File: config.mk
export PLATFORM = sky130hd
export DESIGN_NAME = digit_serial_adder
export DESIGN_NICKNAME = d
export VERILOG_FILES = /design/src/rtl/digit_serial_adder.sv
export SDC_FILE = /design/constraint.sdc
export NUM_CORES = 1
export LEC_CHECK = 0
export CAP_MARGIN = 20
export CORE_MARGIN = 2
export CORE_UTILIZATION = 46
export DETAILED_ROUTE_END_ITERATION = 16
export GPL_ROUTABILITY_DRIVEN = 1
export GPL_TIMING_DRIVEN = 0
export HOLD_SLACK_MARGIN = 0.05
export PLACE_DENSITY = 0.83
export RECOVER_POWER = 25
export SYNTH_ARGS = -nofsm -noshare
export SYNTH_HDL_FRONTEND = slang
export SYNTH_SLANG_ARGS = --single-unit
File: constraint.sdc
create_clock -name clk -period 1.73 [get_ports clk]
set_input_delay 0.346 -clock clk [delete_from_list [all_inputs] [get_ports clk]]
set_output_delay 0.346 -clock clk [all_outputs]
set_load 0.05 [all_outputs]
File: src/rtl/digit_serial_adder.sv
// digit_serial_adder
//   Multi-cycle add/subtract unit. WIDTH-bit operands are processed DIGIT
//   bits per clock, least-significant digit first, through one reused
//   DIGIT-wide adder slice with a registered carry between digits.
//
// Ports
//   clk      : clock, rising edge
//   rst      : synchronous reset, active-high
//   start    : request pulse, accepted in IDLE or DONE
//   sub      : 0 = add, 1 = subtract (sampled with start)
//   a, b     : operands (sampled with start)
//   cin      : carry-in (add) / borrow-in (subtract) (sampled with start)
//   busy     : high while an operation is in progress
//   done     : one-cycle completion pulse
//   sum      : registered result
//   cout     : raw carry out of the MSB (subtract: 1 = no borrow)
//   overflow : two's-complement signed overflow
module digit_serial_adder #(
  parameter int WIDTH = 16,
  parameter int DIGIT = 4
) (
  input  logic             clk,
  input  logic             rst,
  input  logic             start,
  input  logic             sub,
  input  logic [WIDTH-1:0] a,
  input  logic [WIDTH-1:0] b,
  input  logic             cin,
  output logic             busy,
  output logic             done,
  output logic [WIDTH-1:0] sum,
  output logic             cout,
  output logic             overflow
);

  localparam int NDIG  = WIDTH / DIGIT;
  localparam int CNT_W = (NDIG > 1) ? $clog2(NDIG) : 1;

  if ((DIGIT < 1) || (WIDTH % DIGIT != 0)) begin : g_bad_digit
    $error("digit_serial_adder: WIDTH (%0d) must be a multiple of DIGIT (%0d)", WIDTH, DIGIT);
  end

  typedef enum logic [1:0] {IDLE = 2'd0, RUN = 2'd1, DONE = 2'd2} state_t;

  state_t             state_q, state_d;
  logic [CNT_W-1:0]   cnt_q, cnt_d;
  logic [WIDTH-1:0]   a_q, a_d;
  logic [WIDTH-1:0]   b_q, b_d;
  logic               c_q, c_d;
  logic [WIDTH-1:0]   part_q, part_d;
  logic [WIDTH-1:0]   sum_q, sum_d;
  logic               cout_q, cout_d;
  logic               ovf_q, ovf_d;

  logic               accept;
  logic               last_dig;
  logic [DIGIT:0]     dsum;

  // One digit slice: {carry_out, digit_sum} = x + y + c
  function automatic logic [DIGIT:0] digit_add(input logic [DIGIT-1:0] x,
                                               input logic [DIGIT-1:0] y,
                                               input logic             c);
    digit_add = {1'b0, x} + {1'b0, y} + (DIGIT+1)'(c);
  endfunction

  assign accept   = start && ((state_q == IDLE) || (state_q == DONE));
  assign last_dig = (state_q == RUN) && (cnt_q == CNT_W'(NDIG - 1));
  assign dsum     = digit_add(a_q[DIGIT-1:0], b_q[DIGIT-1:0], c_q);

  // FSM: state register
  always_ff @(posedge clk) begin
    if (rst) state_q <= IDLE;
    else     state_q <= state_d;
  end

  // FSM: next state
  always_comb begin
    state_d = state_q;
    case (state_q)
      IDLE:    if (start) state_d = RUN;
      RUN:     if (last_dig) state_d = DONE;
      DONE:    state_d = start ? RUN : IDLE;
      default: state_d = IDLE;
    endcase
  end

  // FSM: outputs
  always_comb begin
    busy = (state_q == RUN);
    done = (state_q == DONE);
  end

  // Datapath next-state
  always_comb begin
    cnt_d  = cnt_q;
    a_d    = a_q;
    b_d    = b_q;
    c_d    = c_q;
    part_d = part_q;
    sum_d  = sum_q;
    cout_d = cout_q;
    ovf_d  = ovf_q;
    if (accept) begin
      // Subtract is a + ~b + 1 - cin, so the initial carry folds in sub.
      a_d    = a;
      b_d    = sub ? ~b : b;
      c_d    = cin ^ sub;
      cnt_d  = '0;
      part_d = '0;
    end else if (state_q == RUN) begin
      a_d    = a_q >> DIGIT;
      b_d    = b_q >> DIGIT;
      c_d    = dsum[DIGIT];
      cnt_d  = last_dig ? '0 : cnt_q + CNT_W'(1);
      // Result digits enter at the top and drift down; after NDIG digits
      // the partial register holds the full word in place.
      part_d = (part_q >> DIGIT) | (WIDTH'(dsum[DIGIT-1:0]) << (WIDTH - DIGIT));
      if (last_dig) begin
        sum_d  = part_d;
        cout_d = dsum[DIGIT];
        // Carry into the MSB is recovered from the MSB sum bit.
        ovf_d  = dsum[DIGIT] ^ (a_q[DIGIT-1] ^ b_q[DIGIT-1] ^ dsum[DIGIT-1]);
      end
    end
  end

  always_ff @(posedge clk) begin
    if (rst) begin
      cnt_q  <= '0;
      a_q    <= '0;
      b_q    <= '0;
      c_q    <= 1'b0;
      part_q <= '0;
      sum_q  <= '0;
      cout_q <= 1'b0;
      ovf_q  <= 1'b0;
    end else begin
      cnt_q  <= cnt_d;
      a_q    <= a_d;
      b_q    <= b_d;
      c_q    <= c_d;
      part_q <= part_d;
      sum_q  <= sum_d;
      cout_q <= cout_d;
      ovf_q  <= ovf_d;
    end
  end

  assign sum      = sum_q;
  assign cout     = cout_q;
  assign overflow = ovf_q;

endmodule

==> impl.org, run 1 <==
** Min path
- The worst hold path passes through 2 cells.
- Source of the worst hold timing path :: sum[0]
- Hold WC Path Type :: flip-flop to flip-flop
- The worst hold path terminates at sum[0].

** Floorplan
- Initial core utilization :: between 40 and 50%
- Row generation in the floorplan step produced 28 rows.
- Placeable Area :: 5991 sq um
- Pin placement for this block handled 57 I/O pins.
- From bottom edge to top edge, the die measures roughly 83 microns.
- The floorplan step defined a die boundary enclosing 6933 sq um.
- DIE WIDTH :: between 80 and 90 microns

** Yosys
- Count of distinct cell types in the synthesized netlist :: 33
- Post-synth net total :: roughly 370
- Yosys warns :: 0
- Number of standard cells after synthesis :: approximately 320
- Measured against the total synthesized area, the mux share comes to 0%.
- By area, the combinational part of the netlist is dominated by compound AO/OA/AOI/OAI gates.
- Fraction of the mapped netlist area in compound gates :: 21.52%
- After synthesis, the cell types taking the most area are dfxtp_1 (46%), nand2_1 (9.4%), a22oi_1 (7.8%).
- Each instance of the synthesized netlist takes up on average around 9 sq um.
- Post-synthesis cell type with the largest combined area :: dfxtp_1
- Of the synthesized area, sequential elements account for between 40 and 50%.
- Count of flip-flops with a built-in enable after synthesis :: 0
- For this run, the leading register cell type out of synthesis is dfxtp_1.
- Share of Yosys cell area claimed by the top area cell type :: between 40% and 50%
- Of all flip-flops after synthesis, the portion carrying an async set or reset was 0%.
- XOR/XNOR share of the synthesized area :: between 6 and 7%
- Post-synthesis instance area :: ~2900 sq um
- Flop and latch count out of synthesis :: 67
- The synthesized netlist devotes 3.117% of its cell area to adder and majority cells.
- Summing the areas of all and, or, nand and nor instances in the mapped netlist gives between 10% and 20% of the synthesized area.

** Critical path
- Reg2reg setup slack :: about 0.057 ns
- Max Fanout on Critical Path :: 3
- The signal on the critical path passes through fa_1, inv_2, fa_2, nand2b_4, a21oi_4, xor2_1, a211oi_2.
- Counting cells, the worst reg-to-reg path comes to 7.
- Worst reg2reg startpoint :: a_q[0]
- The largest individual stage delay along the critical path comes from the cell fa_1.
- Data arrives at the worst endpoint at approximately 1.9 ns.
- At the worst endpoint, the required time is ~2 ns.
- For this run, the slowest stage of the critical path takes between 0.4 and 0.5 ns.
- Capture point of the worst reg-to-reg path :: overflow
- Crit Path Class :: flip-flop to flip-flop
- Endpoint kind of the worst setup timing path :: flip-flop
- STA classifies the critical path startpoint as a flip-flop.

** STA
- Worst hold margin :: between 0.4 and 0.5 ns
- The max-slew violation count came to 0.
- Least-Margin Pin Slew :: 0.5793 ns
- For the final routed database, the setup TNS stands at 0 ns.
- Maximum clock frequency :: 0.5978 GHz
- Final critical-path share of the clock period :: a little over nine tenths
- Number of failing setup endpoints in the final timing report :: 0
- The number of endpoints with negative hold slack in the final report came to 0.
- Final worst path period need :: between 1.5 and 2 ns
- Clock Skews :: ~0.008 ns
- Setup repair after global routing could not meet its margin everywhere.
- Max_slew headroom :: about three fifths

** Clock network
- TritonCTS clock tree :: built
- For this design, the sink count on the clock tree is between 60 and 70.
- Master cell of the clock root buffer :: clkbuf_8
- The H-tree generated during clock tree synthesis spans 3 levels.
- Clock tree synthesis inserted a total of 9 buffers.
- Clock-pin slew of the registers on the worst-case setup and hold paths :: 0.07 ns
- Maximum root-to-sink buffer count :: 2
- Insertion delay to the later sink of the worst-skew pair :: about 0.34 ns

** Placement
- Input and output buffers added on the ports amount to 54.
- Placer's final routability congestion estimate :: 0.8774
- Cell area reported after detailed placement :: 3525 sq um
- Detailed placement ended at an HPWL of 4599 microns.

** Run status
- The flow ran to the end, and the final reports show no timing, DRC or antenna violations.

** Cells and area
- Share of post-route cells with drive strength above 1 :: between 10% and 20%
- The area growth from synthesis to layout is 28.92%.
- Summing all non-filler instances in the final layout gives an area of between 3000 and 4000 sq um.
- Net total in the final layout :: 434
- Inserted Diodes :: 0
- Final core utilization :: between 60% and 70%

** GRT
- The first global-routing pass estimated ~10,000 microns of wire.
- GRT Util Overall :: approximately a fifth
- Maximum number of pins on one net before global-route repair :: 20
- The number of global-route vias before repair was 2,321.
- Initial antenna violation count :: 0
- Grt total ovfl :: 0

** Drt
- After detailed routing, the number of vias per cell comes to 5.207.
- First DRT Iteration DRCs :: between 100 and 150
- Routed wire length per instance :: ~13 microns
- The detail route stage leaves a number of antenna-violating nets equal to 0.
- Post-detailed-routing wire length :: between 6000 and 7000 microns
- DRT Pass-1 Iters :: 5
- Routed via count :: about 2,400
- In the routed design, unresolved DRC markers number 0.

** Flow run
- Max-cap viol count :: 0

** Power
- Overall power consumption after layout is estimated at ~3400 uW.
- The analysis attributes to cell leakage a power of approximately 0.0015 uW.
- The worst-case IR drop observed on VDD is about 0.00067 V.
- Power per cell area :: about 910 nW/um^2
[Yosys cell counts, types with 3 or more instances]
cell type   n
a211oi_1    3
a21oi_1    43
a21oi_2     9
a22oi_1    30
buf_2       5
buf_4       4
buf_6       9
clkbuf_1    7
dfxtp_1    67
ha_1        4
inv_1       5
nand2_1    72
nor2_1     20
nor3_1      3
xnor2_1     4
xor2_1     16
[how the worst max path moves through the flow]
stage,from,end,slack [ns]
global route,start,a_q[0],-0.04
finish,a_q[0],overflow,0.06
global placement,state_q[0],busy,-0.45
floorplan,a_q[0],overflow,0.04
CTS,state_q[1],busy,0.009
detailed placement,state_q[0],busy,-0.46
[worst max-delay path, delay by kind of cell (launching register included)]
kind	cells	cell delay [ns]
flops	1	0.34
simple gates	1	0.13
fa+ha+maj	2	0.65
xor+xnor	1	0.17
buf+inv	1	0.07
compound gates	2	0.23
[through the flow]
step	instances	setup slack, ns
2_1_floorplan	324	0.03968
5_1_grt	469	-0.03698
3_5_place_dp	453	-0.4648
4_1_cts	466	0.009254
6_report	469	0.05710
3_3_place_gp	453	-0.4458
[cells in the final DEF (no fill, tap or decap), types with 2 or more instances in the layout]
cell type         n
a211oi_2          2
xor2_1           16
buf_6             7
a21oi_2          10
dfxtp_2           4
clkdlybuf4s50_1  33
clkbuf_1          8
dlygate4sd2_1    18
clkbuf_2          3
dfxtp_1          63
o21ai_0           2
ha_1              4
a22oi_1          30
nor2_1           20
xnor2_1           4
buf_4             7
o31ai_2           2
clkbuf_8         10
nand2_1          72
nand3_1           2
a21oi_1          41
inv_1             4
buf_2             4
a211oi_1          2
clkinv_2          2
nor2b_1           2
nor3_1            3
[final cells by class]
cell class / count / area (sq um)
Buffer: 23 / 157.7
Clock buffer: 11 / 141.4
Clock inverter: 3 / 40.04
Fill cell: 533 / 2265
Inverter: 6 / 30.03
Multi-Input combinational cell: 226 / 1364
Sequential cell: 67 / 1346
Tap cell: 75 / 93.84
Timing Repair Buffer: 58 / 553.0
[power breakdown]
part	internal (uW)	total [uW]	switching, uW	leakage (uW)
clock	685	1240	557	0.0000950
combinational	233	495	262	0.000834
sequential	1610	1650	41.6	0.000547
[logic make-up after synthesis]
kind of cell             Yosys count
adder cells (fa/ha/maj)            6
AND/OR/NAND/NOR                  106
XOR/XNOR                          20
flip-flops                        67
buffers and inverters             31
AO/OA/AOI/OAI                     94
[metal layers]
metal  part of all wire [%]  up-vias  GRT usage (%)  wire (microns)
li1                       -     1228              -               -
met1                     44     1138          22.13            2773
met2                     48       66          31.38            3045
met3                    5.8       10          6.759             368
met4                    1.7        0          7.899             105
met5                      0        -              0               0
[flip-flops by register name, indices dropped and copies added, names as in the netlist]
name and flops:
sum 16, part_q 12, state_q 2, a_q 16, cout 1, cnt_q 2
b_q 16, c_q 1, overflow 1
[repair_timing]
action,CTS,global route
hold endpoints to repair,0,0
resized for setup,38,6
pin swaps,2,2
setup buffers,0,4
setup endpoints to repair,23,7
hold buffers,0,0
Power figures use the tool's default switching activity.
==> run 2: changes to the inputs <==
--- a/config.mk
+++ b/config.mk
@@ -7,12 +7,12 @@
 export LEC_CHECK = 0
 export CAP_MARGIN = 20
 export CORE_MARGIN = 2
-export CORE_UTILIZATION = 46
+export CORE_UTILIZATION = 55
 export DETAILED_ROUTE_END_ITERATION = 16
 export GPL_ROUTABILITY_DRIVEN = 1
 export GPL_TIMING_DRIVEN = 0
 export HOLD_SLACK_MARGIN = 0.05
-export PLACE_DENSITY = 0.83
+export PLACE_DENSITY = 0.92
 export RECOVER_POWER = 25
 export SYNTH_ARGS = -nofsm -noshare
 export SYNTH_HDL_FRONTEND = slang
==> constraint.sdc (replaced) <==
create_clock -name clk -period 2.1 [get_ports clk]
set_input_delay 0.42 -clock clk [delete_from_list [all_inputs] [get_ports clk]]
set_output_delay 0.42 -clock clk [all_outputs]
set_load 0.05 [all_outputs]
==> run 2 against run 1 <==
Compared with the run above:
- total power down 7.7%
- combinational power decreased by 20%
- first-iteration DRC count is 26% higher
- setup slack improved by 0.044 ns
- critical path depth decreased by 1
- utilization up 12 points
- clock skew fell by 0.00053 ns
- cell area is 0.64% higher
- sequential share of layout area shrank 0.33 points
- global-route usage rose by 5.7 points
- routed wire length up 8.0%
- largest cell class is now sequential cells
- highest routed layer unchanged
==> impl.org, run 2 (synthesis gave the netlist of run 1 again) <==
** GRT
- GRT Util Overall :: between 20 and 25%
- Maximum number of pins on one net before global-route repair :: 12
- The number of global-route vias before repair is 2,529.
- Global-route wire length before repair :: about 11,000 microns
- Initial antenna violation count :: 0
- Grt total ovfl :: 0

** STA
- Number of failing setup endpoints in the final timing report :: 0
- Clock Skews :: ~0.0075 ns
- Setup repair after global routing left no endpoint under its margin.
- In this run the tightest slew margin relative to its limit is between 50% and 60%.
- Final-layout setup total negative slack :: 0 ns
- In the finished design, the share of the clock period the worst path needs comes to a little over nine tenths.
- The max-slew violation count is 0.
- For the pin with the worst max-slew slack, the measured transition is slightly above 0.7 ns.
- For this run, the top clock speed supported by timing is ~0.5 GHz.
- For the finished layout, the period the worst path requires is about 2 ns.
- Hold Violations, Final :: 0

** Cells and area
- Most frequent standard cell in the layout excluding fill and tap cells :: nand2_1
- The library cells used most frequently in the layout, excluding fill and tap cells, are nand2_1 (72), dfxtp_1 (66), clkdlybuf4s50_1 (51), a21oi_1 (43), a22oi_1 (30).
- The count of cells in the finished layout, fillers not included, comes to roughly 460.
- Cells with a size suffix above 1 make up 12.44% of the layout.
- Final core utilization :: roughly three quarters
- Inserted Diodes :: 0
- Compared with the post-synthesis result, the final layout area differs by 29.74%.
- Net total in the final layout :: ~430

** Critical path
- At the worst endpoint, the arrival time is roughly 1.6 ns.
- Required time at the worst-slack endpoint :: between 1.5 and 2 ns
- Setup crit start kind :: flip-flop
- Cell with the largest stage delay on the worst path :: dfxtp_1
- Of all nets on the critical path, the largest fanout is 10.
- Stage delay of the slowest cell on the critical path :: around 0.34 ns
- Ordered list of cells on the worst path :: nand2b_1, buf_6, inv_6, buf_6, buf_4, buf_6
- Endpoint kind of the worst setup timing path :: output pin
- Most prevalent standard cell on the critical path :: buf_6
- The worst setup path is of the flip-flop to output pin kind.

** Clock network
- Master cell of the clock root buffer :: clkbuf_8
- Number of buffers created by CTS :: 9
- The clock drives 67 sinks.
- After clock tree synthesis, the clock-pin slew on the worst setup and hold paths is approximately 0.07 ns.
- At the later pin of the worst-skew pair, clock insertion delay measures 0.35 ns.
- Counting along the longest clock path gives a buffer depth of 2.
- TritonCTS clock tree :: built
- In this run the post-CTS setup repair buffer count came out at 0.
- The clock tree synthesis step divided the H-tree into 3 levels.

** Floorplan
- The floorplan step defined a die boundary enclosing just under 6000 sq um.
- The floorplan step defined a core boundary enclosing between 5000 and 6000 sq um.
- In this run the horizontal extent of the chip is roughly 76 microns.
- For this design the top-level I/O count stands at 57.
- Vertical die dimension :: ~76 microns
- Initial core utilization :: between 50% and 60%
- Std cell rows :: 26

** Power
- Registers are responsible for a little over two fifths of the overall power.
- Share of power burned in the clock network :: 43.7%
- Switching share of power :: between 20% and 30%
- Part of the total power dissipated in combinational logic :: 12.7%
- Maximum resistive drop on vdd :: between 0.0007 and 0.0008 V
- Power per cell area :: between 800 and 900 nW/um^2
- Summed over all cells, the static leakage comes to around 0.0014 uW.
- Internal Pwr Total :: 2393 uW
- Design Power :: around 3100 uW
- For this design the total switching power over the nets is about 730 uW.

** Drt
- Routed wire length per instance :: 14.65 microns
- The first TritonRoute pass finished after 4 iterations.
- For this run, design rule violations remaining after detail routing come to 0.
- After detailed routing, the met2 layer carries about 3400 microns of wire.
- For this block, wires on met1 add up to between 2000 and 3000 microns.
- After detailed routing, no signal wire sits above met4.
- Summed over all layers, the routed wires come to roughly 6800 microns.
- Routed via count :: 2,550
- Using the TritonRoute via totals, the vias-per-cell ratio works out to 5.496.
- The count of nets left with antenna violations once routing finished came out at 0.
- Met3 routed wirelength :: just over 400 microns
- First DRT Iteration DRCs :: approximately 150

** Placement
- Cell count after placement :: ~450
- After legalization and detailed placement, the total HPWL measured 4935 microns.
- Number of input and output port buffers inserted :: 54
- The congestion estimate from routability-driven global placement came to ~0.86.

** Run status
- The flow ran to the end, and the final reports show no timing, DRC or antenna violations.

** Min path
- The worst hold path belongs to the class flip-flop to flip-flop.

** Flow run
- Max-cap viol count :: 0
==> run 2: path summary, 6_finish.rpt <==
check,endpoint,startpoint,slack (ns),depth (start not counted)
worst max-delay path,busy,state_q[1],0.10,6
worst min-delay path,sum[1],sum[1],0.45,2
worst max register to register,overflow,a_q[0],0.12,7
worst min register to register,sum[1],sum[1],0.45,2
==> run 2: what timing repair did <==
| action | CTS | global route |
|---|---|---|
| hold buffers | 0 | 0 |
| gates resized for setup | 6 | 3 |
| gates cloned | 0 | 0 |
| setup endpoints to repair | 1 | 2 |
==> run 2: worst max-delay path: cells and delay by family (launching register included) <==
| kind | cells | cell delay [ns] |
|---|---|---|
| buf+inv | 5 | 0.73 |
| flops | 1 | 0.34 |
| simple gates | 1 | 0.16 |
==> run 2: power groups by stage <==
stage	combinational, uW	clock, uW	sequential, uW
3_3_place_gp	385	0	1390
4_1_cts	403	1380	1360
6_report	398	1360	1360
3_5_place_dp	400	0	1390
5_1_grt	435	1440	1370
2_1_floorplan	265	0	1380
==> run 2: stage by stage <==
step | hold WS (ns) | instance area [sq um] | setup WS (ns)
global route | 0.4778 | 3750 | 0.01542
detailed placement | 0.4471 | 3518 | -0.1839
finish | 0.4526 | 3750 | 0.1014
global placement | 0.4404 | 3518 | -0.1481
floorplan | 0.4321 | 2890 | 0.4097
CTS | 0.4570 | 3776 | 0.0009976
==> run 2: layout make-up <==
| class | instances | area, sq um |
|---|---|---|
| Sequential cell | 67 | 1343 |
| Fill cell | 404 | 1325 |
| Multi-Input combinational cell | 226 | 1323 |
| Timing Repair Buffer | 54 | 544.3 |
| Clock buffer | 12 | 165.2 |
| Buffer | 25 | 165.2 |
| Clock inverter | 4 | 95.09 |
| Tap cell | 70 | 87.58 |
| Inverter | 6 | 27.53 |
==> run 2: per-layer routing <==
metal / up-vias / track usage (%)
li1: 1228 / -
met1: 1201 / 29.55
met2: 101 / 41.06
met3: 20 / 6.280
met4: 0 / 12.18
met5: - / 0
